==> src/rtl/ocs_ctrl_pkg.sv <==
// Shared types and default timing for the OCS controller slot scheduler.
// Optional statistics in the top are enabled with SLOT_SCHED_STAT_EN.
package ocs_ctrl_pkg;

  typedef enum logic [1:0] {IDLE, SYNC, SLOT, CONFIG} state_t;

  localparam logic SYNC_TIME  = 1'b0;
  localparam logic SYNC_START = 1'b1;

  localparam int          DEF_CHANNEL_NUM  = 8;
  localparam logic [31:0] DEF_SLOT_LEN     = 32'h0000_0753;
  localparam logic [31:0] DEF_CONFIG_DELAY = 32'h0000_00AA;
  localparam int          DEF_SLOT_NUM     = 2;
  localparam logic [15:0] DEF_LINK_STABLE  = 16'd1000;
  localparam logic [15:0] DEF_SYNC_TIMEOUT = 16'd4096;

  function automatic int slot_id_w(input int n);
    return (n > 1) ? $clog2(n) : 1;
  endfunction

endpackage

==> src/rtl/ocs_sync_collector.sv <==
// Per-channel sync request tracking: set-all on start, clear-on-ack,
// all-acked detection and the sync timeout counter.
module ocs_sync_collector
  import ocs_ctrl_pkg::*;
#(
  parameter int          P_CHANNEL_NUM  = DEF_CHANNEL_NUM,
  parameter logic [15:0] P_SYNC_TIMEOUT = DEF_SYNC_TIMEOUT
) (
  input  logic                     i_clk,
  input  logic                     i_rst,
  input  logic                     i_start,
  input  logic                     i_clear,
  input  logic                     i_en,
  input  logic [P_CHANNEL_NUM-1:0] i_ack,
  output logic [P_CHANNEL_NUM-1:0] o_req,
  output logic                     o_done,
  output logic                     o_timeout
);

  localparam logic [31:0] TO_TC = 32'(P_SYNC_TIMEOUT) - 32'd1;

  logic [P_CHANNEL_NUM-1:0] r_req;
  logic [31:0]              r_cnt;
  logic [P_CHANNEL_NUM-1:0] w_pending;

  // An ack landing on the timeout cycle still clears its request, so a
  // last ack coincident with the timeout is treated as success.
  assign w_pending = r_req & ~i_ack;
  assign o_timeout = i_en && (r_cnt == TO_TC) && (|w_pending);
  assign o_done    = ~|r_req;
  assign o_req     = r_req;

  always_ff @(posedge i_clk) begin
    if (i_rst || i_clear) begin
      r_req <= '0;
      r_cnt <= '0;
    end else if (i_start) begin
      r_req <= '1;
      r_cnt <= '0;
    end else if (i_en) begin
      if (o_timeout) begin
        r_req <= '0;
        r_cnt <= '0;
      end else begin
        r_req <= w_pending;
        r_cnt <= r_cnt + 32'd1;
      end
    end
  end

endmodule

==> src/rtl/ocs_slot_scheduler.sv <==
// OCS slot sequencer: link-stable wait, sync handshake, data slot, reconfig.
// Define SLOT_SCHED_STAT_EN to add the o_slot_cnt / o_err_cnt statistics.
module ocs_slot_scheduler
  import ocs_ctrl_pkg::*;
#(
  parameter int          P_CHANNEL_NUM  = DEF_CHANNEL_NUM,
  parameter logic [31:0] P_SLOT_LEN     = DEF_SLOT_LEN,
  parameter logic [31:0] P_CONFIG_DELAY = DEF_CONFIG_DELAY,
  parameter int          P_SLOT_NUM     = DEF_SLOT_NUM,
  parameter logic [15:0] P_LINK_STABLE  = DEF_LINK_STABLE,
  parameter logic [15:0] P_SYNC_TIMEOUT = DEF_SYNC_TIMEOUT
) (
  input  logic                                i_clk,
  input  logic                                i_rst,
  input  logic [P_CHANNEL_NUM-1:0]            i_link_up,
  output logic [P_CHANNEL_NUM-1:0]            o_sync_req,
  output logic                                o_sync_type,
  input  logic [P_CHANNEL_NUM-1:0]            i_sync_ack,
  output logic [slot_id_w(P_SLOT_NUM)-1:0]    o_slot_id,
  output logic                                o_slot_active,
  output logic                                o_ocs_cfg,
`ifdef SLOT_SCHED_STAT_EN
  output logic [31:0]                         o_slot_cnt,
  output logic [15:0]                         o_err_cnt,
`endif
  output logic                                o_err
);

  localparam int                   SLOT_ID_W = slot_id_w(P_SLOT_NUM);
  localparam logic [31:0]          STAB_TC   = 32'(P_LINK_STABLE) - 32'd1;
  localparam logic [31:0]          SLOT_TC   = P_SLOT_LEN - 32'd1;
  localparam logic [31:0]          CFG_TC    = P_CONFIG_DELAY - 32'd1;
  localparam logic [SLOT_ID_W-1:0] LAST_ID   = SLOT_ID_W'(P_SLOT_NUM - 1);

  state_t                r_state;
  logic [31:0]           r_stab;
  logic [31:0]           r_cnt;
  logic                  r_started;
  logic                  r_slot_active;
  logic                  r_ocs_cfg;
  logic                  r_err;
  logic                  r_sync_type;
  logic [SLOT_ID_W-1:0]  r_slot_id;

  logic w_all_up, w_drop, w_start, w_done, w_timeout, w_sync_en, w_err_set;

  assign w_all_up  = &i_link_up;
  assign w_drop    = (r_state != IDLE) && !w_all_up;
  assign w_start   = (r_state == IDLE && w_all_up && r_stab == STAB_TC) ||
                     (r_state == CONFIG && w_all_up && r_cnt == CFG_TC);
  assign w_sync_en = (r_state == SYNC) && !w_drop;
  assign w_err_set = w_drop || w_timeout;

  ocs_sync_collector #(
    .P_CHANNEL_NUM  (P_CHANNEL_NUM),
    .P_SYNC_TIMEOUT (P_SYNC_TIMEOUT)
  ) u_sync (
    .i_clk     (i_clk),
    .i_rst     (i_rst),
    .i_start   (w_start),
    .i_clear   (w_drop),
    .i_en      (w_sync_en),
    .i_ack     (i_sync_ack),
    .o_req     (o_sync_req),
    .o_done    (w_done),
    .o_timeout (w_timeout)
  );

  always_ff @(posedge i_clk) begin
    if (i_rst) begin
      r_state       <= IDLE;
      r_stab        <= '0;
      r_cnt         <= '0;
      r_started     <= 1'b0;
      r_slot_active <= 1'b0;
      r_ocs_cfg     <= 1'b0;
      r_err         <= 1'b0;
      r_sync_type   <= SYNC_TIME;
      r_slot_id     <= '0;
    end else begin
      r_err <= w_err_set;
      // A link drop overrides any terminal count or final ack this cycle.
      if (w_drop) begin
        r_state       <= IDLE;
        r_stab        <= '0;
        r_cnt         <= '0;
        r_slot_active <= 1'b0;
        r_ocs_cfg     <= 1'b0;
        r_sync_type   <= SYNC_TIME;
      end else begin
        case (r_state)
          IDLE: begin
            if (!w_all_up) begin
              r_stab <= '0;
            end else if (r_stab == STAB_TC) begin
              r_stab      <= '0;
              r_state     <= SYNC;
              r_sync_type <= r_started ? SYNC_TIME : SYNC_START;
            end else begin
              r_stab <= r_stab + 32'd1;
            end
          end
          SYNC: begin
            if (w_done) begin
              r_state       <= SLOT;
              r_started     <= 1'b1;
              r_slot_active <= 1'b1;
              r_sync_type   <= SYNC_TIME;
              r_cnt         <= '0;
            end else if (w_timeout) begin
              r_state     <= IDLE;
              r_sync_type <= SYNC_TIME;
              r_stab      <= '0;
            end
          end
          SLOT: begin
            if (r_cnt == SLOT_TC) begin
              r_state       <= CONFIG;
              r_slot_active <= 1'b0;
              r_ocs_cfg     <= 1'b1;
              r_cnt         <= '0;
              r_slot_id     <= (r_slot_id == LAST_ID) ? '0 : r_slot_id + 1'b1;
            end else begin
              r_cnt <= r_cnt + 32'd1;
            end
          end
          CONFIG: begin
            if (r_cnt == CFG_TC) begin
              r_state     <= SYNC;
              r_ocs_cfg   <= 1'b0;
              r_sync_type <= SYNC_TIME;
              r_cnt       <= '0;
            end else begin
              r_cnt <= r_cnt + 32'd1;
            end
          end
          default: r_state <= IDLE;
        endcase
      end
    end
  end

`ifdef SLOT_SCHED_STAT_EN
  logic [31:0] r_slot_cnt;
  logic [15:0] r_err_cnt;

  always_ff @(posedge i_clk) begin
    if (i_rst) begin
      r_slot_cnt <= '0;
      r_err_cnt  <= '0;
    end else begin
      if (r_state == SYNC && w_done && !w_drop) r_slot_cnt <= r_slot_cnt + 32'd1;
      if (w_err_set && r_err_cnt != 16'hFFFF)   r_err_cnt  <= r_err_cnt + 16'd1;
    end
  end

  assign o_slot_cnt = r_slot_cnt;
  assign o_err_cnt  = r_err_cnt;
`endif

  assign o_sync_type   = r_sync_type;
  assign o_slot_id     = r_slot_id;
  assign o_slot_active = r_slot_active;
  assign o_ocs_cfg     = r_ocs_cfg;
  assign o_err         = r_err;

endmodule

==> config.mk <==
export PLATFORM = sky130hd
export DESIGN_NAME = ocs_slot_scheduler
export DESIGN_NICKNAME = d
export VERILOG_FILES = /design/src/rtl/ocs_ctrl_pkg.sv /design/src/rtl/ocs_sync_collector.sv /design/src/rtl/ocs_slot_scheduler.sv
export SDC_FILE = /design/constraint.sdc
export NUM_CORES = 1
export LEC_CHECK = 0
export CORE_MARGIN = 2
export CORE_UTILIZATION = 36
export DETAILED_ROUTE_END_ITERATION = 10
export DONT_BUFFER_PORTS = 1
export GPL_ROUTABILITY_DRIVEN = 1
export GPL_TIMING_DRIVEN = 0
export PLACE_DENSITY = 0.54
export SETUP_SLACK_MARGIN = 0.4
export SLEW_MARGIN = 5
export SYNTH_ARGS = -nofsm -noshare
export SYNTH_HDL_FRONTEND = slang
export SYNTH_SLANG_ARGS = --single-unit
==> constraint.sdc <==
create_clock -name i_clk -period 2.1 [get_ports i_clk]
set_input_delay 0.21 -clock i_clk [delete_from_list [all_inputs] [get_ports i_clk]]
set_output_delay 0.21 -clock i_clk [all_outputs]
set_load 0.005 [all_outputs]
Word level (Yosys, flattened, before mapping)
Cells that the tools add are included.
{"block": "word_totals", "output_inout_bits": 13, "input_bits": 18, "memories": 0, "ramBits": 0, "rom_bits": 0, "regBits": 112, "word_cells": 101, "latchBits": 0}
{"block": "classes", "n_shift": 0, "add_sub_neg": 4, "mul": 0, "n_bitwise": 4, "n_eq_ne": 15, "muxes": 33, "reduce_logical": 34, "div": 0, "n_lt_le_gt_ge": 0}
{"operator": "$mux W32", "n": 8}
{"operator": "$add A32 B1 Y32 const B", "n": 3}
{"operator": "$pmux W32 S3", "n": 1}
{"operator": "$pmux W32 S2", "n": 1}
{"operator": "$eq A32 B10 Y1 const B", "n": 1}
{"operator": "$eq A32 B11 Y1 const B", "n": 1}
{"operator": "$eq A32 B12 Y1 const B", "n": 1}
{"operator": "$eq A32 B8 Y1 const B", "n": 1}
{"operator": "$mux W8", "n": 3}
{"operator": "$reduce_or A8 Y1", "n": 2}
{"operator": "$reduce_and A3 Y1", "n": 5}
{"operator": "$mux W2", "n": 6}
{"operator": "$mux W1", "n": 10}
{"operator": "$reduce_and A5 Y1", "n": 2}
{"operator": "$reduce_bool A2 Y1", "n": 5}
{"operator": "$and A8 B8 Y8", "n": 1}
{"operator": "$logic_and A1 B1 Y1", "n": 8}
{"operator": "$ne A2 B2 Y1 const B", "n": 4}
{"operator": "$not A8 Y8", "n": 1}
{"operator": "$pmux W2 S4", "n": 1}
{"operator": "$reduce_and A8 Y1", "n": 1}
{"operator": "$ne A2 B1 Y1 const B", "n": 3}
{"operator": "$reduce_bool A3 Y1", "n": 2}
{"operator": "$eq A2 B2 Y1 const B", "n": 2}
{"operator": "11 further kinds", "n": 17}

Logic depth before layout (Yosys ltp)
{"block": "depth", "word_depth": 10, "mapped_depth": 10}

Modules after synthesis
Synthesis repeated with hierarchy kept, for this count alone.
{"block": "hier_totals", "hier_cells": 651, "area_unflattened_um2": 5487.8}
{"mod": "ocs_slot_scheduler", "instances": 1, "area_per_inst_um2": 3549.7, "seq_area_each_um2": 1441.4, "cells_per_inst": 422}
{"mod": "ocs_sync_collector", "instances": 1, "area_per_inst_um2": 1938.1, "seq_area_each_um2": 800.8, "cells_per_inst": 229}

Worst setup path after synthesis
OpenSTA, ideal clock, no wires.
{"block": "synth_timing", "path_type": "register -> register", "from": "register r_cnt[0]", "to": "register r_state[0]", "n_path_buf": 0, "setup_time_ps": 87, "required_time_ps": 2013, "arrival_ps": 2054, "path_slack_ps": -41, "stages_incl_launch_ff": 9, "synth_period_minus_slack_ps": 2141, "path_cell_list": "dfxtp_1 -> inv_1 -> ha_1 -> or4bb_1 -> nor3_1 -> nand3_1 -> a22o_1 -> or4_1 -> o31ai_1"}
{"block": "synth_between", "elab_chain_cells": 3}
{"element": "start, declared", "line_no": "ocs_slot_scheduler.sv:37", "text": "logic [31:0] r_cnt;"}
{"element": "start signal, assigned", "line_no": "ocs_slot_scheduler.sv:124", "text": "r_cnt <= r_cnt + 32'd1;"}
{"element": "start signal, assigned", "line_no": "ocs_slot_scheduler.sv:134", "text": "r_cnt <= r_cnt + 32'd1;"}
{"element": "$eq A32 B11 Y1 or $eq A32 B8 Y1 (tied branches)", "line_no": "ocs_slot_scheduler.sv:117, ocs_slot_scheduler.sv:128"}
{"element": "$ne A2 B2 Y1 (no line) or $ne A2 B1 Y1 (tied branches)"}
{"element": "$reduce_and A5 Y1 (no line) *"}
{"element": "end signal, assigned", "line_no": "ocs_slot_scheduler.sv:111", "text": "r_state <= IDLE;"}
{"element": "end signal, assigned", "line_no": "ocs_slot_scheduler.sv:118", "text": "r_state <= CONFIG;"}
{"element": "end signal, assigned", "line_no": "ocs_slot_scheduler.sv:129", "text": "r_state <= SYNC;"}
{"element": "end, declared", "line_no": "ocs_slot_scheduler.sv:35", "text": "state_t r_state;"}
Every way passes the cells marked *; elsewhere a longest branch is shown, timed or not.
A chain may end at the register's enable or synchronous reset.

Worst setup path after layout
{"block": "layout_timing", "from": "register r_cnt[1]", "to": "register r_cnt[28]"}
{"block": "layout_between", "elab_chain_cells": 3}
{"element": "$add A32 B1 Y32, or another cell as far along", "line_no": "ocs_slot_scheduler.sv:124, ocs_slot_scheduler.sv:134"}
{"element": "$mux W32, on equally long branches", "line_no": "ocs_slot_scheduler.sv:128, ocs_slot_scheduler.sv:117"}
{"element": "$pmux W32 S3 *", "line_no": "ocs_slot_scheduler.sv:91", "text": "case (r_state)"}
Marked as above.

==> impl_metrics.py <==
metrics = {
    "run_status": {
        "outcome": "complete, but fails checks",
        "violations": "negative setup slack",
    },
    "cts": {
        "cts_max_path_buffers": 2,
        "cts_made_buffers": 9,
        "h-tree-depth": 3,
        "clockRootBuffer": "clkbuf_16",
        "cts_tree": "yes",
        "cts.sinks": 112,
        "clk_pin_slew_worst_paths_ns": 0.08,
        "clock_latency_ns": 0.37,
    },
    "setup_path": {
        "critPathKind": "reg2reg",
        "end_kind": "register",
        "regToRegStartpoint": "r_cnt[1]",
        "critPathLaunchType": "register",
        "r2r_cells": 9,
        "worstPathArrival_ns": 2.46,
        "critPathMaxFanout": 5,
        "worstReg2RegEnd": "r_cnt[28]",
        "cp.required_ns": 2.35,
        "rrSetupSlack_ns": -0.10,
    },
    "synthesis": {
        "synth_area_leaders": "dfxtp_1, nor2_1, nand2_1, a21oi_1, xnor2_1",
        "ys_ff_latch": 112,
        "yosys_warnings": 0,
        "synth_edf_count": 0,
        "synth-seq-area-share_pct": 38.5,
        "ys_types": 59,
        "post-synth-top-area-cell": "dfxtp_1",
        "syn_avg_cell_area_sq_um": 7.90,
        "synth_area_sq_um": 5830,
        "ys.flop_type": "dfxtp_1",
        "syn_nets": 764,
        "synthArstFlopShare_pct": 0,
        "syn_inst": 737,
        "yosys.area.top_type_share_pct": 38.5,
    },
    "grt": {
        "overflow": 0,
        "grt_pass1_wl_mm": 28.9,
        "grt_max_degree": 19,
        "grt_util_all_layers_pct": 20.6,
        "antenna_found_initial": 0,
        "grt_pass1_vias": 5617,
    },
    "drt": {
        "drc": 0,
        "routed_wl_mm": 18.7,
        "wl_per_cell_microns": 17.9,
        "dr.pass1.iters": 5,
        "vias": 5871,
        "vias_per_cell": 5.61,
        "dr.first_iter.drc_count": 459,
        "detail-route-antenna-nets": 0,
    },
    "sta": {
        "rsz0062_at_grt": "true",
        "max_freq_mhz": 454,
        "relSlewSlack_pct": 62.3,
        "setup_ws_ns": -0.102,
        "skew_ns": 0.0125,
        "setup_viol": 78,
        "timing_hold_violations_final": 0,
        "slew_viol_final": 0,
        "fin_crit_sh_pct": 105,
        "fin_tns_setup_ns": -4.92,
        "tightest_slew_ns": 0.560,
        "period_minus_slack_ns": 2.20,
    },
    "pwr": {
        "p_leak_nw": 2.83,
        "design_power_total_mw": 4.10,
        "irDropWorstVdd_uv": 412,
        "pwr_density_cell_nw_per_um2": 479,
    },
    "worst_hold_path": {
        "hold_depth": 3,
        "hold_path_end": "r_stab[19]",
        "min_path_type": "in2reg",
        "hp-start": "i_rst",
    },
    "finish": {
        "final_cell_mix": "dfxtp_1, nand2_1, nor2_1",
        "layout_commonest_cell": "dfxtp_1",
        "diodes": 0,
        "area.growth.synth_to_final_pct": 47.1,
        "layout-drive-gt1-share_pct": 39.8,
        "final_core_util_pct": 54.2,
        "final_nets": 852,
        "design_area_sq_um": 8570,
    },
    "floorplanning": {
        "start_util_pct": 36.8,
        "die_area_sq_um": 17200,
        "die_x_microns": 131,
        "ios": 31,
        "coreArea_sq_um": 15800,
        "placementRows": 46,
        "die_y_microns": 131,
    },
    "place": {
        "placed_area_sq_um": 6450,
        "globalplace.congestion": 0.855,
        "hpwl_mm": 10.9,
        "io_buffers": 0,
        "place_ws_ns": -0.492,
    },
    "job": {
        "cap_viol_max_count": 0,
    },
}
==> metal layers <==
| layer | vias to the layer above | global-route usage (%) | part of all wire [%] |
|---|---|---|---|
| met5 | - | 0 | 0 |
| met4 | 0 | 7.55 | 2.8 |
| met3 | 45 | 4.78 | 5.0 |
| met2 | 168 | 35.0 | 50 |
| met1 | 2856 | 25.5 | 43 |
| li1 | 2802 | - | - |
==> Yosys cell counts, drive strengths merged, types with 11 or more instances <==
cell and count:
a21oi 53, and3 21, buf 13, clkbuf 22, dfxtp 112, inv 22, nand2 73, nand3 45
nand4 26, nor2 97, nor3 21, nor4 24, o21ai 31, or3 11, xnor2 30, xor2 30
==> metrics by stage <==
| stage | hold slack, ns | instances |
|---|---|---|
| detailed placement | 0.290 | 953 |
| CTS | 0.0579 | 1030 |
| floorplan | 0.279 | 737 |
| finish | 0.102 | 1046 |
| global placement | 0.282 | 953 |
| global route | 0.0992 | 1046 |
==> area by class of cell <==
| type | instances | area, sq um |
|---|---|---|
| plain buffers | 35 | 369 |
| clock buffers | 11 | 253 |
| clock inverters | 5 | 63.8 |
| fillers | 1366 | 7260 |
| inverters | 22 | 90.1 |
| multi-input cells | 570 | 4450 |
| flip-flops and latches | 112 | 2320 |
| well taps | 216 | 270 |
| repair buffers | 75 | 758 |
==> power breakdown <==
part	internal (mW)	switching [mW]	leakage [nW]
Clock	1.00	0.851	0.152
Combinational	0.0558	0.0904	1.75
Sequential	2.10	0.00141	0.924
==> how the worst max path moves through the flow <==
stage / slack [ns] / cells past startpoint / startpoint / end
final: -0.10 / 9 / r_cnt[1] / r_cnt[28]
after global routing: -0.17 / 8 / r_cnt[16] / u_sync.r_cnt[23]
after CTS: -0.08 / 8 / r_cnt[16] / u_sync.r_cnt[29]
after detailed placement: -0.49 / 7 / i_link_up[5] / r_stab[3]
after global placement: -0.42 / 7 / i_link_up[5] / r_stab[21]
after floorplan: 0.06 / 6 / r_cnt[16] / r_state[0]
==> sequential cells by signal, indices dropped and copies added, names as in the netlist, 2 cells and up <==
name,count
r_state,2
u_sync.r_cnt,32
r_cnt,32
r_stab,32
u_sync.o_req,8
==> critical path, stage by stage, from the launching register on <==
cell and delay (ns):
dfxtp_4 0.39, ha_4 0.13, or4bb_4 0.46, nor3_4 0.21, nand3_2 0.10, a22o_4 0.26
o21ai_4 0.21, buf_12 0.16, buf_8 0.12, nor2_1 0.04
==> cells by family (layout without fill, tap and decap cells) <==
group                      after synthesis  after routing  synth area share (%)
buffers and inverters                   57            148                  3.95
xor gates and xnor gates                60             60                  9.02
muxes                                    3              3                 0.515
and+or+nand+nor                        364            366                  32.6
adders and majority gates                9              9                  1.93
DFF                                    112            112                  38.5
AOI/OAI and AO/OA                      132            132                  13.5
==> timing repair <==
action / in CTS / in global routing
endpoints found under the hold margin: 3 / 0
pin swaps: 72 / 67
cloned: 7 / 1
gates resized for setup: 184 / 120
hold buffers: 1 / 0
endpoints found under the setup margin: 111 / 111
buffers inserted: 53 / 15
Note: power is estimated with default switching activity, not from simulation.
